**src/rtl/morse_rom_sender_pkg.sv**
```systemverilog
// Shared definitions for the Morse ROM sender: ROM byte fields, timing in units, FSM states.
package morse_rom_sender_pkg;

   localparam int unsigned LEN_MSB     = 7;
   localparam int unsigned LEN_LSB     = 5;
   localparam int unsigned ELEM_MSB    = 4;
   localparam int unsigned LEN_WORD    = 0;
   localparam int unsigned LEN_END_MIN = 6;

   localparam int unsigned DOT_UNITS  = 1;
   localparam int unsigned DASH_UNITS = 3;
   localparam int unsigned ELEM_GAP   = 1;
   localparam int unsigned CHAR_GAP   = 3;
   localparam int unsigned WORD_EXTRA = 4;

   typedef enum logic [2:0] {
      ST_IDLE  = 3'd0,
      ST_FETCH = 3'd1,
      ST_LATCH = 3'd2,
      ST_MARK  = 3'd3,
      ST_SPACE = 3'd4,
      ST_GAP   = 3'd5,
      ST_DONE  = 3'd6
   } state_t;

   // Tone length in units for one element bit (1 = dash).
   function automatic logic [2:0] elem_units(input logic is_dash);
      return is_dash ? 3'(DASH_UNITS) : 3'(DOT_UNITS);
   endfunction

endpackage

```
**src/rtl/morse_unit_timer.sv**
```systemverilog
// Morse unit timer: counts ticks per unit and pulses when the target unit count completes.
module morse_unit_timer #(
   parameter int unsigned UNIT_TICKS = 25_000_000
) (
   input  logic       clk,
   input  logic       reset,
   input  logic       clear,
   input  logic [2:0] target,
   output logic       expired_c
);

   localparam int unsigned TICK_W = $clog2(UNIT_TICKS);
   localparam logic [TICK_W-1:0] TICK_LAST = TICK_W'(UNIT_TICKS - 1);

   logic [TICK_W-1:0] tick;
   logic [2:0]        units;
   logic              tick_last;

   assign tick_last = (tick == TICK_LAST);
   assign expired_c = tick_last && (units == (target - 3'd1));

   // Clear restarts both counters so a state lasts exactly target units from its first cycle.
   always_ff @(posedge clk) begin
      if (reset || clear) begin
         tick  <= '0;
         units <= '0;
      end else if (tick_last) begin
         tick  <= '0;
         units <= units + 3'd1;
      end else begin
         tick <= tick + TICK_W'(1);
      end
   end

endmodule

```
**src/rtl/morse_rom_sender.sv**
```systemverilog
// Reads encoded characters from a 1-cycle-latency ROM and keys them out as Morse timing.
module morse_rom_sender
   import morse_rom_sender_pkg::*;
#(
   parameter int unsigned UNIT_TICKS = 25_000_000
) (
   input  logic       clk,
   input  logic       reset,
   input  logic       start,
   input  logic [7:0] start_addr,
   output logic [7:0] rom_addr,
   input  logic [7:0] rom_data,
   output logic       key_out,
   output logic       busy,
   output logic       done
);

   state_t     state;
   logic [4:0] shreg;
   logic [2:0] remaining;
   logic [2:0] gap_units;
   logic [2:0] target_c;
   logic       timed_c;
   logic       clear_c;
   logic       expired_c;
   logic [2:0] len_c;

   assign len_c   = rom_data[LEN_MSB:LEN_LSB];
   assign timed_c = (state == ST_MARK) || (state == ST_SPACE) || (state == ST_GAP);
   assign clear_c = !timed_c || expired_c;

   always_comb begin
      target_c = 3'd1;
      case (state)
         ST_MARK:  target_c = elem_units(shreg[ELEM_MSB]);
         ST_SPACE: target_c = 3'(ELEM_GAP);
         ST_GAP:   target_c = gap_units;
         default:  target_c = 3'd1;
      endcase
   end

   morse_unit_timer #(.UNIT_TICKS(UNIT_TICKS)) u_timer (
      .clk       (clk),
      .reset     (reset),
      .clear     (clear_c),
      .target    (target_c),
      .expired_c (expired_c)
   );

   always_ff @(posedge clk) begin
      if (reset) begin
         state     <= ST_IDLE;
         rom_addr  <= '0;
         key_out   <= 1'b0;
         busy      <= 1'b0;
         done      <= 1'b0;
         shreg     <= '0;
         remaining <= '0;
         gap_units <= '0;
      end else begin
         done <= 1'b0;
         case (state)
            ST_IDLE: begin
               if (start) begin
                  rom_addr <= start_addr;
                  busy     <= 1'b1;
                  state    <= ST_FETCH;
               end
            end
            ST_FETCH: state <= ST_LATCH;
            ST_LATCH: begin
               if (len_c >= 3'(LEN_END_MIN)) begin
                  done  <= 1'b1;
                  busy  <= 1'b0;
                  state <= ST_DONE;
               end else if (len_c == 3'(LEN_WORD)) begin
                  gap_units <= 3'(WORD_EXTRA);
                  state     <= ST_GAP;
               end else begin
                  shreg     <= rom_data[ELEM_MSB:0];
                  remaining <= len_c;
                  key_out   <= 1'b1;
                  state     <= ST_MARK;
               end
            end
            ST_MARK: begin
               if (expired_c) begin
                  key_out <= 1'b0;
                  if (remaining == 3'd1) begin
                     gap_units <= 3'(CHAR_GAP);
                     state     <= ST_GAP;
                  end else begin
                     remaining <= remaining - 3'd1;
                     state     <= ST_SPACE;
                  end
               end
            end
            ST_SPACE: begin
               if (expired_c) begin
                  shreg   <= {shreg[ELEM_MSB-1:0], 1'b0};
                  key_out <= 1'b1;
                  state   <= ST_MARK;
               end
            end
            // The last ROM address ends the message rather than wrapping to 0x00.
            ST_GAP: begin
               if (expired_c) begin
                  if (rom_addr == 8'hFF) begin
                     done  <= 1'b1;
                     busy  <= 1'b0;
                     state <= ST_DONE;
                  end else begin
                     rom_addr <= rom_addr + 8'd1;
                     state    <= ST_FETCH;
                  end
               end
            end
            ST_DONE: state <= ST_IDLE;
            default: state <= ST_IDLE;
         endcase
      end
   end

endmodule

```
**config.mk**
```make
export PLATFORM = sky130hd
export DESIGN_NAME = morse_rom_sender
export DESIGN_NICKNAME = d
export VERILOG_FILES = /design/src/rtl/morse_rom_sender_pkg.sv /design/src/rtl/morse_unit_timer.sv /design/src/rtl/morse_rom_sender.sv
export SDC_FILE = /design/constraint.sdc
export NUM_CORES = 1
export LEC_CHECK = 0
export ABC_AREA = 1
export CAP_MARGIN = 20
export CORE_AREA = 2 2 88 90
export DETAILED_ROUTE_END_ITERATION = 16
export DIE_AREA = 0 0 90 92
export GPL_TIMING_DRIVEN = 1
export HOLD_SLACK_MARGIN = 0.06
export SYNTH_ARGS = -nofsm -noshare
export SYNTH_HDL_FRONTEND = slang
export SYNTH_SLANG_ARGS = --single-unit
```
**constraint.sdc**
```tcl
create_clock -name clk -period 4.5 [get_ports clk]
set_clock_uncertainty 0.05 [all_clocks]
set_input_delay 0.45 -clock clk [delete_from_list [all_inputs] [get_ports clk]]
set_output_delay 0.45 -clock clk [all_outputs]
set_load 0.02 [all_outputs]
```
Yosys cells after proc, flatten, opt, wreduce, memory -nomap -nowiden
Cells that the tools add are included.
{"block": "totals", "register_bits": 53, "in_bits": 19, "out_inout_bits": 11, "word_cells": 101}
{"block": "classes", "add_sub_neg": 5, "n_lt_le_gt_ge": 1, "n_eq_ne": 21, "muxes": 43, "reduce_logical": 21}
{"operator": "two-way mux 3 bit", "count": 15}
{"operator": "adder 25 x 1 -> 25 bit, second input constant", "count": 1}
{"operator": "== test 25 bit, second input constant", "count": 1}
{"operator": "two-way mux 8 bit", "count": 3}
{"operator": "!= test 2 bit, second input constant", "count": 10}
{"operator": "AND reduction 5 bit", "count": 4}
{"operator": "one-hot mux 3 bit (2 select lines)", "count": 3}
{"operator": "one-hot mux 3 bit (6 select lines)", "count": 1}
{"operator": "one-hot mux 8 bit (2 select lines)", "count": 1}
{"operator": "two-way mux 5 bit", "count": 3}
{"operator": "two-way mux 1 bit", "count": 12}
{"operator": "AND reduction 4 bit", "count": 3}
{"operator": "one-hot mux 5 bit (2 select lines)", "count": 1}
{"operator": "adder 8 x 1 -> 8 bit, second input constant", "count": 1}
{"operator": "== test 8 bit, second input constant", "count": 1}
{"operator": "== test 3 x 1 -> 1 bit, second input constant", "count": 2}
{"operator": "== test 3 x 2 -> 1 bit, second input constant", "count": 2}
{"operator": "== test 3 bit, second input constant", "count": 2}
{"operator": "logical NOT 3 bit", "count": 2}
{"operator": "one-hot mux 1 bit (3 select lines)", "count": 2}
{"operator": "nonzero test 2 bit", "count": 3}
{"operator": "nonzero test 3 bit", "count": 2}
{"operator": "subtractor 3 x 1 -> 3 bit, second input constant", "count": 2}
{"operator": "logical OR 1 bit", "count": 4}
{"operator": "9 further kinds", "count": 10}

Longest topological paths before layout
Gate-level depths: netlist of run 1.
{"block": "depth", "word_depth": 8, "depth_mapped": 17, "mapped_depth_nobuf": 17}

Modules after synthesis
Synthesis of run 1 repeated with hierarchy kept, for this count alone.
{"block": "hier_totals", "hier_cells": 492, "hier_area_um2": 3124.2}
{"mod": "morse_unit_timer", "n_inst": 1, "cells_each": 241, "area_per_inst_um2": 1582.8, "seq_area_each_um2": 560.5}
{"mod": "morse_rom_sender", "n_inst": 1, "cells_each": 251, "area_per_inst_um2": 1541.5, "seq_area_each_um2": 480.5}

Least setup slack after synthesis of run 1
Ideal clock, no wire load.
{"block": "synth_timing", "path_kind": "register -> register", "from": "register state[2]", "to": "register rom_addr[6]", "setup_time_ns": 0.132, "t_arrival_ns": 2.222, "required_time_ns": 4.318, "setup_slack_ns": 2.096, "stages_incl_launch_ff": 15, "path_buffers": 2, "period_less_slack_ns": 2.404, "path_cell_list": "dfxtp_1 -> nand3_4 -> clkbuf_1 -> o21ai_0 -> inv_1 -> ha_1 -> xor2_1 -> nand2_1 -> nor2_1 -> nand3_2 -> nand2_4 -> nand3_2 -> buf_6 -> nand2_1 -> a21oi_1"}
{"block": "synth_between", "elab_chain_cells": 7, "elab_cells_between_ends": 13, "cone_classes": "1 x add/sub; 6 x eq/ne; 2 x mux; 4 x reduce/logical"}
{"item": "start: declaration", "line_no": "morse_rom_sender.sv:18", "source": "state_t state;"}
{"item": "start signal: assignment", "line_no": "morse_rom_sender.sv:52", "source": "state <= ST_IDLE;"}
{"item": "start signal: assignment", "line_no": "morse_rom_sender.sv:67", "source": "state <= ST_FETCH;"}
{"item": "start signal: assignment", "line_no": "morse_rom_sender.sv:70", "source": "ST_FETCH: state <= ST_LATCH;"}
{"item": "== test 3 bit or == test 3 x 2 -> 1 bit (tied branches)", "line_no": "morse_rom_sender.sv:34, morse_rom_sender.sv:62"}
{"item": "one-hot mux 3 bit (2 select lines)", "line_no": "morse_rom_sender.sv:34", "source": "case (state)"}
{"item": "subtractor 3 x 1 -> 3 bit", "line_no": "morse_unit_timer.sv:20", "source": "assign expired_c = tick_last && (units == (target - 3'd1));"}
{"item": "== test 3 bit", "line_no": "morse_unit_timer.sv:20"}
{"item": "logical AND 1 bit", "line_no": "morse_unit_timer.sv:20"}
{"item": "!= test 2 bit (no source line)"}
{"item": "AND reduction 4 bit (no source line)"}
{"item": "end signal: assignment", "line_no": "morse_rom_sender.sv:65", "source": "rom_addr <= start_addr;"}
{"item": "end signal: assignment", "line_no": "morse_rom_sender.sv:113", "source": "rom_addr <= rom_addr + 8'd1;"}
{"item": "end: declaration", "line_no": "morse_rom_sender.sv:11", "source": "output logic [7:0] rom_addr,"}
Parallel ways exist; a longest one is shown, timed or not.
A chain may end at the register's enable or synchronous reset.

Final worst setup path of run 1
{"block": "layout_timing", "from": "register state[2]", "to": "register u_timer.tick[17]"}
{"block": "layout_between", "elab_chain_cells": 8, "elab_cells_between_ends": 13, "cone_classes": "1 x add/sub; 4 x eq/ne; 1 x mux; 7 x reduce/logical"}
{"item": "== test 3 bit or == test 3 x 2 -> 1 bit (tied branches)", "line_no": "morse_rom_sender.sv:29, morse_rom_sender.sv:34"}
{"item": "one-hot mux 3 bit (2 select lines)", "line_no": "morse_rom_sender.sv:34"}
{"item": "subtractor 3 x 1 -> 3 bit", "line_no": "morse_unit_timer.sv:20"}
{"item": "== test 3 bit", "line_no": "morse_unit_timer.sv:20"}
{"item": "logical AND 1 bit", "line_no": "morse_unit_timer.sv:20"}
{"item": "logical OR 1 bit (*)", "line_no": "morse_rom_sender.sv:30", "source": "assign clear_c = !timed_c || expired_c;"}
{"item": "logical OR 1 bit (*)", "line_no": "morse_unit_timer.sv:24", "source": "if (reset || clear) begin"}
{"item": "OR reduction 2 bit (no source line) (*)"}
{"item": "end signal: assignment", "line_no": "morse_unit_timer.sv:31", "source": "tick <= tick + TICK_W'(1);"}
{"item": "end: declaration", "line_no": "morse_unit_timer.sv:15", "source": "logic [TICK_W-1:0] tick;"}
Every way passes the cells marked *; elsewhere a longest branch is shown, timed or not.

==> run metrics, run 1 <==
first-pass GRT wire length=12300 um; CP max-delay cell=dfxtp_1; syn_area_per_cell=about 6.6 um2; Sequential Power Share=37.6%; CTS-repair resized insts=0; Pre-Repair DR Iteration Count=4; largest net degree at the start of global routing=24; largest family of logic cells by synthesized area=simple AND/OR/NAND/NOR gates; Net count, final=just over 500; Worst-Skew Late Latency=0.31 ns; vias per cell=slightly below 5; CTS tree=yes; status=completed; Syn Nets=484; Worst-path clk slew=0.11 ns; die footprint=just over 8000 um2; hold_sp=u_timer.tick[0]; r2r startpoint=state[2]; synth top area cells=dfxtp_1 (34%), nand2_1 (15%), nor2_1 (8.8%), inv_1 (6.2%), a21oi_1 (4.8%); CP Cell Sequence=inv_1 -> nand3_2 -> inv_1 -> nand2_1 -> o21ai_0 -> inv_1 -> ha_1 -> xor2_1 -> nand2_1 -> nor2_1 -> nand3_2 -> nand3b_4 -> nor2_4 -> inv_2 -> nor2_1; Final Critical Period=2.88 ns; Core Area=7450 um2; r2r setup slk=1.62 ns; Post-synth top cells=nand2_1 (120), nor2_1 (71), dfxtp_1 (52), inv_1 (50), a21oi_1 (29); P_int=0.958 mW; most frequent cell after synthesis=nand2_1; NetSw=between 0.6 and 0.7 mW; Setup crit start=state[2]; final setup violation count=0; postcts setup bufs=0; dominant cell type by area after synthesis=dfxtp_1; hold buffers post-CTS=0; crit path DAT=between 3 and 4 ns; worst slew pin tran=0.623 ns; Avg WL per Cell=11.9 um; Port Buffers=29; fillers=790; Final Hold Violating Endpoints=0; Async S/R FF share, synth=0%; r2r endpoint=u_timer.tick[17]; Max Freq=around 350 MHz; Via Count=between 2000 and 3000; CTS sink cnt=52; Slew headroom=58.1%; compound-gate portion of the synthesized area=approximately 7.6%; layout cells sized above 1=6.15%; Leak=1.37 nW; total congestion overflow=0; CP max stage delay=between 0.4 and 0.5 ns; CP startpoint kind=flop; unrepaired setup endpoints after global routing=false; switch share=40.9%; number of global-route vias before repair=2780; Initial Util=40.8%; Hold Crit Depth=1; number of CTS-inserted buffers=5; drt drc=0; CP dominant cell by count=inv_1; max cap viols=0; setup TNS=0 ns; Hold WC Path Type=reg2reg; number of DRC markers in iteration 0=94; CTS Buffer Depth=2; Root Driver=clkbuf_8; DP HPWL=approximately 5300 um; Synth cell types=31; Clk pwr share=20.6%; post-route ant nets=0; antenna violations before repair=0; Die W=around 90 um; dominant synthesized flop cell=dfxtp_1; Cell Pwr Density=461 nW/um2; number of cells on the critical path=15; Comb power frac=41.8%; Worst Reg-to-Reg Cells=15; io pins=30; Die Height=92 um; mux contribution to synthesized area=0%; maximum VDD drop=154 uV; Synth Register Bits=52; CP Data Required Time=roughly 4.6 ns; period utilization=64.0%; Final WS setup=1.62 ns; row cnt=32; Final Max Slew Viols=0; n_diodes=0; total wire length=7030 um; critical path fanouts, max=23; Ys Warns=0; Syn Std Cell Area=3040 um2; routability cong.=0.858; worst path bufs/invs=4; CTS H-tree lvls=2; pre-CTS WS=about 1.7 ns; share of the synthesized area in the top cell type=around a third; Hold Path Sink=u_timer.tick[0]; Synth Area in Adders=2.47%; Synth Instances=459; critical path endpoint category=flop; Post-synth EDFFs=0; Post-Synth Simple-Gate Area=41.2%; GR Util All Layers=approximately 18%; Seq/Total Area, Yosys=34.3%; area grow syn2layout=15.7%; Synth Area in XOR/XNOR=about 6.1%; critical path type=reg2reg; Crit path max-delay family=simple AND/OR/NAND/NOR gates
[cell type report]
class	instances	area [um2]	area share [%]
Clock buffer	5	68.8	1.96
Clock inverter	3	47.5	1.35
Inverter	53	199	5.66
Multi-Input combinational cell	346	1740	49.6
Sequential cell	52	1040	29.6
Tap cell	102	128	3.63
Timing Repair Buffer	29	290	8.25
[through the flow]
stage / util [%] / hold WS (ns) / instances / power [mW] / area, um2
after floorplan: - / 0.361 / 459 / 1.13 / 3040
after global placement: 45.7 / 0.375 / 582 / 1.29 / 3400
after detailed placement: 45.7 / 0.380 / 582 / 1.30 / 3400
after CTS: 47.2 / 0.396 / 590 / 1.64 / 3520
after global routing: 47.2 / 0.424 / 590 / 1.74 / 3520
final: 47.2 / 0.397 / 590 / 1.62 / 3520
[layout by cell type, fill, tap and decap left out]
| master | n |
|---|---|
| clkbuf_8 | 5 |
| nand3b_4 | 1 |
| dfxtp_1 | 52 |
| nand3b_1 | 1 |
| nor3_1 | 13 |
| nor2_1 | 71 |
| inv_2 | 3 |
| ha_1 | 6 |
| or2_2 | 7 |
| clkdlybuf4s50_1 | 29 |
| a21oi_2 | 1 |
| xnor2_1 | 5 |
| o21ai_0 | 11 |
| nand2_4 | 1 |
| nor2_4 | 3 |
| o21a_1 | 1 |
| nand3_1 | 28 |
| o31ai_1 | 1 |
| xor2_1 | 16 |
| inv_1 | 50 |
| nand4_1 | 17 |
| and3_1 | 3 |
| nand2_1 | 120 |
| nor3_2 | 1 |
| a21oi_1 | 29 |
| nor2_2 | 1 |
| nor4_1 | 4 |
| bufinv_16 | 1 |
| nand3_2 | 3 |
| nand3_4 | 1 |
| o211ai_1 | 1 |
| clkinv_4 | 2 |
[flip-flops by register name, indices dropped and copies added, names as in the netlist]
name,cells
busy,1
done,1
gap_units,2
key_out,1
remaining,3
rom_addr,8
shreg,5
state,3
u_timer.tick,25
u_timer.units,3
[kinds of logic after synthesis]
logic type | after synthesis
AOI/OAI and AO/OA | 44
buffers and inverters | 61
DFF | 52
xor gates and xnor gates | 21
and+or+nand+nor | 275
adders and majority gates | 6
[metal layers]
metal,up-vias,track usage [%],routed length [um]
met5,-,0,0
met4,0,4.87,77
met3,6,3.20,202
met2,56,32.4,3540
met1,1315,21.9,3210
li1,1531,-,-
[how the worst max path moves through the flow]
stage,end,slack [ns]
after detailed placement,u_timer.tick[22],1.66
after CTS,u_timer.tick[17],1.63
after floorplan,rom_addr[6],2.10
after global routing,u_timer.tick[22],1.30
after global placement,u_timer.tick[20],1.80
final,u_timer.tick[17],1.62
[power groups by stage]
stage               sequential (mW)  combinational (mW)  clock, mW
global route                  0.621               0.760      0.363
CTS                           0.610               0.680      0.346
finish                        0.610               0.678      0.334
floorplan                     0.652               0.476          0
global placement              0.619               0.673          0
detailed placement            0.620               0.678          0
Power figures use the tool's default switching activity.
==> run 2, diff against run 1 <==
==> constraint.sdc (replaced) <==
create_clock -name clk -period 2.6 [get_ports clk]
set_clock_uncertainty 0.05 [all_clocks]
set_input_delay 0.26 -clock clk [delete_from_list [all_inputs] [get_ports clk]]
set_output_delay 0.26 -clock clk [all_outputs]
set_load 0.02 [all_outputs]
==> run metrics, run 2 (synthesis results as in run 1) <==
Sequential Power Share=roughly 37%; Sequential Area=about 1000 um2; number of cells on the critical path=13; CP max stage delay=0.36 ns; largest net degree at the start of global routing=24; r2r setup slk=0.21 ns; Avg WL per Cell=11.9 um; CP max-delay cell=dfxtp_1; final setup violation count=0; Clk pwr share=between 10% and 20%; most frequent cells in the layout=nand2_1 (120), nor2_1 (71), dfxtp_1 (50), inv_1 (49); total wire length=slightly above 7000 um; Multi-input gate area=1770 um2; CP Cell Sequence=inv_2 -> nand3_4 -> o21ai_0 -> inv_1 -> ha_1 -> xor2_2 -> nand2_1 -> nor2_1 -> nand3_2 -> nand2_4 -> nand3_2 -> nor2_1 -> nor2_1; Worst-Skew Late Latency=0.31 ns; CTS Buffer Depth=2; Crit path max-delay family=simple AND/OR/NAND/NOR gates; Core Area=7450 um2; max reg flops=25; number of global-route vias before repair=2780; CTS H-tree lvls=2; post-route ant nets=0; Cell Pwr Density=just under 800 nW/um2; number of DRC markers in iteration 0=89; Die W=90 um; Final Util=48.4%; placed cell areas=between 3000 and 4000 um2; Slew headroom=57.2%; Root Driver=clkbuf_8; Max Freq=419 MHz; GR Util All Layers=between 10% and 20%; Final Critical Period=around 2.4 ns; commonest non-fill, non-tap cell in the layout=nand2_1; first-pass GRT wire length=around 12000 um; Die Height=between 90 and 100 um; worst slew pin tran=roughly 0.64 ns; antenna violations before repair=0; number of CTS-inserted buffers=5; layout cells sized above 1=9.04%; Initial Util=40.8%; post-route cell area=3600 um2; drt drc=0; CP dominant cell by count=nor2_1; CTS sink cnt=52; max cap viols=0; row cnt=32; total congestion overflow=0; worst hold margin=0.397 ns; Worst-path clk slew=0.11 ns; Worst Reg-to-Reg Cells=13; Hold WC Path Type=reg2reg; Final Hold Violating Endpoints=0; CP startpoint kind=flop; NetSw=around 1.2 mW; Biggest register=u_timer.tick; r2r startpoint=state[1]; unrepaired setup endpoints after global routing=false; hold buffers post-CTS=0; Port Buffers=29; crit path DAT=2.55 ns; Top Registers=u_timer.tick x25, rom_addr x8, shreg x5; Pwr Total=between 2 and 3 mW; r2r endpoint=rom_addr[5]; io pins=30; critical path fanouts, max=8; Hold Crit Depth=1; Final Max Slew Viols=0; die footprint=~8300 um2; Setup crit start=state[1]; period utilization=91.8%; Comb power frac=45.0%; worst setup path endpoint=rom_addr[5]; vias per cell=4.94; Net count, final=522; maximum VDD drop=289 uV; Non-Filler Instances=600; Via Count=a little under 3000; DP HPWL=~5400 um; P_int=1.62 mW; Pre-Repair DR Iteration Count=4; routability cong.=between 0.8 and 0.9; worst path bufs/invs=2; CTS tree=yes; Leak=around 1.4 nW; DP Cell Count=588; status=completed; critical path endpoint category=flop; critical path type=reg2reg; fillers=just under 800; switch share=42.7%; n_diodes=0; CP Data Required Time=2.77 ns; area grow syn2layout=18.5%
run 2: changes by cell type in the layout (fill, tap and decap cells not counted), sizes merged:
cell,previous run,this run
inv,53,54
nand3,32,33
bufinv,1,0
buf,0,9
run 2: how the worst min path moves through the flow:
stage	startpoint	endpoint	slack (ns)
CTS	u_timer.tick[0]	u_timer.tick[0]	0.40
detailed placement	u_timer.tick[0]	u_timer.tick[0]	0.38
global route	shreg[3]	shreg[3]	0.43
finish	u_timer.tick[0]	u_timer.tick[0]	0.40
global placement	u_timer.tick[0]	u_timer.tick[0]	0.37
floorplan	reset	gap_units[2]	0.28
run 2: power by group through the flow:
stage	Clock (mW)	Sequential, mW	Combinational, mW
2_1_floorplan	0	1.13	0.824
3_3_place_gp	0	1.07	1.19
3_5_place_dp	0	1.07	1.21
4_1_cts	0.514	1.05	1.22
5_1_grt	0.545	1.09	1.43
6_report	0.499	1.06	1.27
run 2: per-layer routing:
metal  GRT usage [%]  vias up  wire (um)
met3            3.94        8        252
li1                -     1554          -
met2            32.3       41       3570
met5               0        -          0
met4            6.28        0        111
met1            21.0     1359       3230
run 2: stage by stage:
step	setup TNS, ns	setup slack [ns]
floorplan	0	0.196
global placement	0	0.116
detailed placement	-0.0668	-0.0234
CTS	0	0.0107
global route	0	0.00920
finish	0	0.214
run 2: what timing repair did:
action | in CTS | in global routing
gates cloned | 0 | 1
buffers inserted | 0 | 3
resized for setup | 1 | 7
pin swaps | 0 | 1
setup endpoints to repair | 22 | 44
run 2: area by class of cell:
| cell class | instances | share of cell area (%) |
|---|---|---|
| inverter | 53 | 5.59 |
| sequential | 52 | 29.0 |
| tap | 102 | 3.54 |
| clock buffer | 5 | 1.91 |
| timing repair buffer | 38 | 9.94 |
| clock inverter | 3 | 0.730 |
| multi-input combinational | 347 | 49.2 |
==> run 3, diff against run 2 <==
--- a/config.mk
+++ b/config.mk
@@ -7,11 +7,13 @@
 export LEC_CHECK = 0
 export ABC_AREA = 1
 export CAP_MARGIN = 20
-export CORE_AREA = 2 2 88 90
+export CORE_AREA = 2 2 81 83
 export DETAILED_ROUTE_END_ITERATION = 16
-export DIE_AREA = 0 0 90 92
+export DIE_AREA = 0 0 83 85
 export GPL_TIMING_DRIVEN = 1
 export HOLD_SLACK_MARGIN = 0.06
+export PLACE_DENSITY = 0.75
 export SYNTH_ARGS = -nofsm -noshare
 export SYNTH_HDL_FRONTEND = slang
+export SYNTH_HIERARCHICAL = 1
 export SYNTH_SLANG_ARGS = --single-unit
==> run metrics, run 3 <==
drt drc=0; final setup violation count=0; Post-synth EDFFs=0; crit path DAT=2.56 ns; post-route cell area=3780 um2; CP startpoint kind=flop; Sequential Area=1040 um2; number of DRC markers in iteration 0=268; Synth Register Bits=52; area grow syn2layout=21.1%; unrepaired setup endpoints after global routing=false; worst hold margin=a little over 0.4 ns; Comb power frac=40.8%; Worst-Skew Late Latency=0.31 ns; io pins=30; Sequential Power Share=38.4%; CTS tree=yes; routability cong.=0.896; CP Data Required Time=roughly 2.8 ns; CTS Buffer Depth=2; synth top area cells=dfxtp_1 (33%), nand2_1 (18%), nor2_1 (11%), nand3_1 (6.2%), inv_1 (5.3%); Final Max Slew Viols=0; critical path fanouts, max=5; Net count, final=around 570; maximum VDD drop=493 uV; worst slew pin tran=about 0.31 ns; dominant synthesized flop cell=dfxtp_1; CTS sink cnt=52; CP max stage delay=0.37 ns; n_diodes=0; row cnt=29; Post-synth top cells=nand2_1 (149), nor2_1 (91), dfxtp_1 (52), inv_1 (44), nand3_1 (39); DP HPWL=5400 um; Die W=83 um; largest net degree at the start of global routing=26; hold buffers post-CTS=0; placed cell areas=3540 um2; Biggest register=u_timer/tick; vias per cell=5.20; number of cells on the critical path=17; Top Registers=u_timer/tick x25, rom_addr x8, shreg x5; Syn Nets=517; Hold WC Path Type=reg2reg; Initial Util=50.4%; Async S/R FF share, synth=0%; share of the synthesized area in the top cell type=33.3%; P_int=1.66 mW; worst path bufs/invs=4; Avg WL per Cell=12.0 um; Pre-Repair DR Iteration Count=5; layout cells sized above 1=13.5%; Root Driver=clkbuf_8; status=completed; Worst-path clk slew=approximately 0.1 ns; die footprint=7060 um2; most frequent cells in the layout=nand2_1 (148), nor2_1 (88), dfxtp_1 (51), inv_1 (43), nand3_1 (37); Crit path max-delay family=simple AND/OR/NAND/NOR gates; CP max-delay cell=dfxtp_1; GR Util All Layers=between 20% and 30%; total congestion overflow=0; Clk pwr share=20.8%; Leak=1.47 nW; number of CTS-inserted buffers=5; total wire length=7400 um; Final Hold Violating Endpoints=0; critical path type=reg2reg; most frequent cell after synthesis=nand2_1; max reg flops=25; critical path endpoint category=flop; Synth cell types=27; Port Buffers=29; antenna violations before repair=0; Max Freq=417 MHz; commonest non-fill, non-tap cell in the layout=nand2_1; first-pass GRT wire length=12100 um; switch share=38.7%; Cell Pwr Density=714 nW/um2; post-route ant nets=0; CP Cell Sequence=inv_2 -> nand3_2 -> inv_2 -> nand2_1 -> o21ai_2 -> inv_1 -> ha_2 -> xor2_1 -> nand3_1 -> nor2_2 -> inv_2 -> nand4_1 -> nand3_2 -> nor2_4 -> nand2_1 -> nand2_1 -> nor2_1; Multi-input gate area=1940 um2; Slew headroom=79.4%; Synth Instances=492; Syn Std Cell Area=3120 um2; Via Count=3217; Worst Reg-to-Reg Cells=17; dominant cell type by area after synthesis=dfxtp_1; Hold Crit Depth=1; fillers=569; setup TNS=0 ns; Final Critical Period=between 2 and 2.5 ns; max cap viols=0; Core Area=6200 um2; Die Height=85 um; CTS H-tree lvls=2; Ys Warns=6; Pwr Total=2.70 mW; syn_area_per_cell=6.35 um2; NetSw=1.04 mW; period utilization=92.2%; number of global-route vias before repair=2760; Seq/Total Area, Yosys=33.3%
==> run 3: kinds of logic (layout without fill, tap and decap cells) <==
family	Yosys count	after routing	synth area share (%)
adders and majority gates	6	6	2.40
AOI/OAI and AO/OA	42	42	7.09
xor gates and xnor gates	18	18	5.05
and+or+nand+nor	317	321	44.4
buffers and inverters	57	103	7.73
DFF	52	52	33.3
==> run 3: metrics by stage <==
stage | setup slack [ns] | instances | util, %
floorplan | 0.0112 | 492 | -
global placement | 0.216 | 602 | 57.0
detailed placement | 0.0710 | 602 | 57.0
CTS | 0.0276 | 610 | 58.8
global route | 0.0000777 | 619 | 61.0
finish | 0.202 | 619 | 61.0
==> run 3: repair_timing <==
item,in CTS,in global routing
buffers inserted,0,5
resized for setup,0,19
setup endpoints to repair,0,49
==> run 3: path summary, 6_finish.rpt <==
kind | startpoint | to | slack, ns
worst max-delay path | state[2] | rom_addr[7] | 0.20
worst min-delay path | u_timer/tick[0] | u_timer/tick[0] | 0.41
worst max register to register | state[2] | rom_addr[7] | 0.20
worst min register to register | u_timer/tick[0] | u_timer/tick[0] | 0.41
==> run 3: worst reg2reg max path, cell delays in order (launching register included) <==
cell	delay (ns)
dfxtp_1	0.37
inv_2	0.09
nand3_2	0.07
inv_2	0.07
nand2_1	0.05
o21ai_2	0.05
inv_1	0.05
ha_2	0.32
xor2_1	0.15
nand3_1	0.11
nor2_2	0.16
inv_2	0.09
nand4_1	0.12
nand3_2	0.15
nor2_4	0.21
nand2_1	0.07
nand2_1	0.06
nor2_1	0.05
==> run 3: layout make-up <==
type                            instances  share of cell area (%)
Clock buffer                            5                    1.82
Clock inverter                          3                    1.12
Inverter                               51                    5.06
Multi-Input combinational cell        387                    51.2
Sequential cell                        52                    27.6
Tap cell                               77                    2.55
Timing Repair Buffer                   44                    10.7
==> run 3: power groups by stage <==
stage          logic (mW)  clock network [mW]  registers (mW)
4_1_cts              1.01               0.570            1.03
3_3_place_gp        0.990                   0            1.05
2_1_floorplan       0.596                   0            1.12
5_1_grt              1.21               0.609            1.05
6_report             1.10               0.562            1.04
3_5_place_dp         1.01                   0            1.05
==> run 3: metal layers <==
metal / part of all wire [%] / vias to the layer above / GRT usage (%)
li1: - / 1651 / -
met5: 0 / - / 0
met1: 48 / 1457 / 28.3
met2: 46 / 105 / 32.8
met4: 0.81 / 0 / 4.77
met3: 5.6 / 4 / 3.79
==> patch, RTL diff (flow settings as in run 3) <==
Put one more register stage on the output `done`. The value now appears one clock later. The other outputs are not delayed to match.
--- a/src/rtl/morse_rom_sender.sv
+++ b/src/rtl/morse_rom_sender.sv
@@ -15,4 +15,6 @@
    output logic       done
 );
+
+   logic done_s0;
 
    state_t     state;
@@ -54,10 +56,10 @@
          key_out   <= 1'b0;
          busy      <= 1'b0;
-         done      <= 1'b0;
+         done_s0   <= 1'b0;
          shreg     <= '0;
          remaining <= '0;
          gap_units <= '0;
       end else begin
-         done <= 1'b0;
+         done_s0 <= 1'b0;
          case (state)
             ST_IDLE: begin
@@ -71,5 +73,5 @@
             ST_LATCH: begin
                if (len_c >= 3'(LEN_END_MIN)) begin
-                  done  <= 1'b1;
+                  done_s0 <= 1'b1;
                   busy  <= 1'b0;
                   state <= ST_DONE;
@@ -107,5 +109,5 @@
                if (expired_c) begin
                   if (rom_addr == 8'hFF) begin
-                     done  <= 1'b1;
+                     done_s0 <= 1'b1;
                      busy  <= 1'b0;
                      state <= ST_DONE;
@@ -122,4 +124,8 @@
    end
 
+   always_ff @(posedge clk) begin
+      done <= done_s0;
+   end
+
 endmodule
 
Behaviour: not the same (a bounded check fails within 4 cycles, from zero or initial values and one cycle with reset high).
==> patch against run 3 <==
Combinational power increased by 5%; setup slack worse by 120 ps; largest power group unchanged; highest routed layer unchanged; area after synthesis increased by 2.5%; sequential share of layout area is 0.16 points lower; final area up 3.0%; critical path depth shrank 2; clock power down 9.1%; sequential cell count rose by 1; core utilization is 1.8 points higher; power is 1.0% higher; wire length grew 3.7%; die area unchanged; final cell count fell by 1.1%.
==> patch: results (changes against run 3) <==
Synthesis
  – Sequential area share after synthesis: 33.1% (was 33.3%)
  – Ranking of synthesized cells by area: dfxtp_1 (33%), nand2_1 (17%), nor2_1 (9.0%) (was dfxtp_1 (33%), nand2_1 (18%), nor2_1 (11%))
  – Synth top cells by count: nand2_1 (141), nor2_1 (77), dfxtp_1 (53), inv_1 (43), nand3_1 (39) (was nand2_1 (149), nor2_1 (91), dfxtp_1 (52), inv_1 (44), nand3_1 (39))
  – Netlist cell types: 31 (was 27)
  – Synth Net Count: 510 (was 517)

STA
  – Worst-margin pin slew: 497 ps (was 307 ps)

Drt
  – Drt via density: 5.24 (was 5.20)
  – Wirelength, routed: 7670 um (was 7400 um)
  – Drt pass-1 iters: 7 (was 5)
  – Detailed Route Iter0 Violations: 275 (was 268)

Hold path
  – Worst Hold End: done (was u_timer/tick[0])
  – Worst hold stages: 0 (was 1)
  – Hold Crit Start: done_s0 (was u_timer/tick[0])

Worst setup path
  – CP max stage cell: dfxtp_4 (was dfxtp_1)
  – R2R cell count: 15 (was 17)
  – Worst path max stage delay: 390 ps (was 370 ps)
  – WS Path Type: flop to flop (unchanged)
  – RR Startpoint: state[2] (unchanged)
  – CP arrival: 2690 ps (was 2560 ps)
  – Reg-to-Reg End: rom_addr[0] (was rom_addr[7])
  – Flop-to-flop setup slack: 80 ps (was 200 ps)
  – Critical path fanouts, max: 13 (was 5)

Power and ir drop
  – Largest vdd supply drop: 0.000484 V (was 0.000493 V)
  – Leak Pwr: 0.00147 uW (about the same)

Global route
  – Pin count of the biggest net entering global routing: 26 (unchanged)
  – Gr usage total: 20.5% (was 20.3%)
  – Vias in the first global route: 2754 (was 2760)
  – Global-route wire length before repair: 12000 um (was 12100 um)

Layout
  – # nets final: 559 (was 566)
  – Share of cells above drive strength 1: 15.5% (was 13.5%)
  – Fillcell total: 543 (was 569)
  – Inserted Diodes: 0 (unchanged)

Placement
  – GP Congestion: 0.894 (was 0.896)
  – Post-DP HPWL: 5470 um (was 5400 um)
  – Post-DP Area: 3640 um^2 (was 3540 um^2)

Outcome
  – Outcome: completed (unchanged)

Clocking
  – Skew-Pair Late Insertion Delay: about 320 ps
==> patch: cell type report <==
| type | count | area, um^2 | area share (%) |
|---|---|---|---|
| well taps | 77 | 96.3 | 2.47 |
| repair buffers | 46 | 430 | 11.0 |
| clock inverters | 3 | 28.8 | 0.739 |
| multi-input cells | 379 | 2020 | 51.7 |
| inverters | 49 | 189 | 4.85 |
| clock buffers | 5 | 68.8 | 1.77 |
| flip-flops and latches | 53 | 1070 | 27.4 |
==> patch: worst max-delay path: cells and delay by family, from the launching register on <==
family	cells	cell delay, ps
buf+inv	4	520
compound gates	1	170
flops	1	390
xor+xnor	2	320
simple gates	8	950
==> patch: worst max-delay path by stage <==
| stage | endpoint | slack, ps | depth (start not counted) |
|---|---|---|---|
| after global routing | rom_addr[0] | -30 | 18 |
| after CTS | u_timer/tick[10] | 4 | 18 |
| after detailed placement | rom_addr[0] | 10 | 18 |
| after global placement | u_timer/tick[17] | 110 | 17 |
| final | rom_addr[0] | 80 | 15 |
| after floorplan | u_timer/tick[13] | 30 | 18 |
==> patch: cells by family (layout without fill, tap and decap cells) <==
kind of cell             Yosys count  in the layout  synth area share (%)
AO/OA/AOI/OAI                     46             46                  7.46
XOR/XNOR                          18             18                  4.92
adder cells (fa/ha/maj)            6              6                  2.34
buffers and inverters             56            103                  7.50
flip-flops                        53             53                  33.1
AND/OR/NAND/NOR                  306            309                  44.6
==> patch: power breakdown <==
group	switching [uW]	total (uW)	internal (uW)
clock network	309	511	202
registers	127	1060	932
logic	675	1160	482
==> patch: layer usage <==
metal  vias up  track usage, %  part of all wire, %
met2        88            34.2                   49
met4         0            7.00                  1.3
li1       1646               -                    -
met5         -               0                    0
met3         9            3.60                  4.7
met1      1462            27.0                   45
==> patch: what timing repair did <==
action                                  in CTS  in global routing
resized for setup                            1                 24
endpoints found under the setup margin       1                 43
buffers inserted                             0                  5
hold endpoints to repair                     0                  0
pin swaps                                    0                 13
gates cloned                                 0                  3
==> patch: per-stage QoR <==
step | cells | hold WS (ps) | setup WS [ps]
final | 612 | 295 | 79.8
after floorplan | 485 | 260 | 25.3
after CTS | 604 | 300 | 3.70
after detailed placement | 596 | 269 | 11.9
after global placement | 596 | 261 | 106
after global routing | 612 | 307 | -30.1
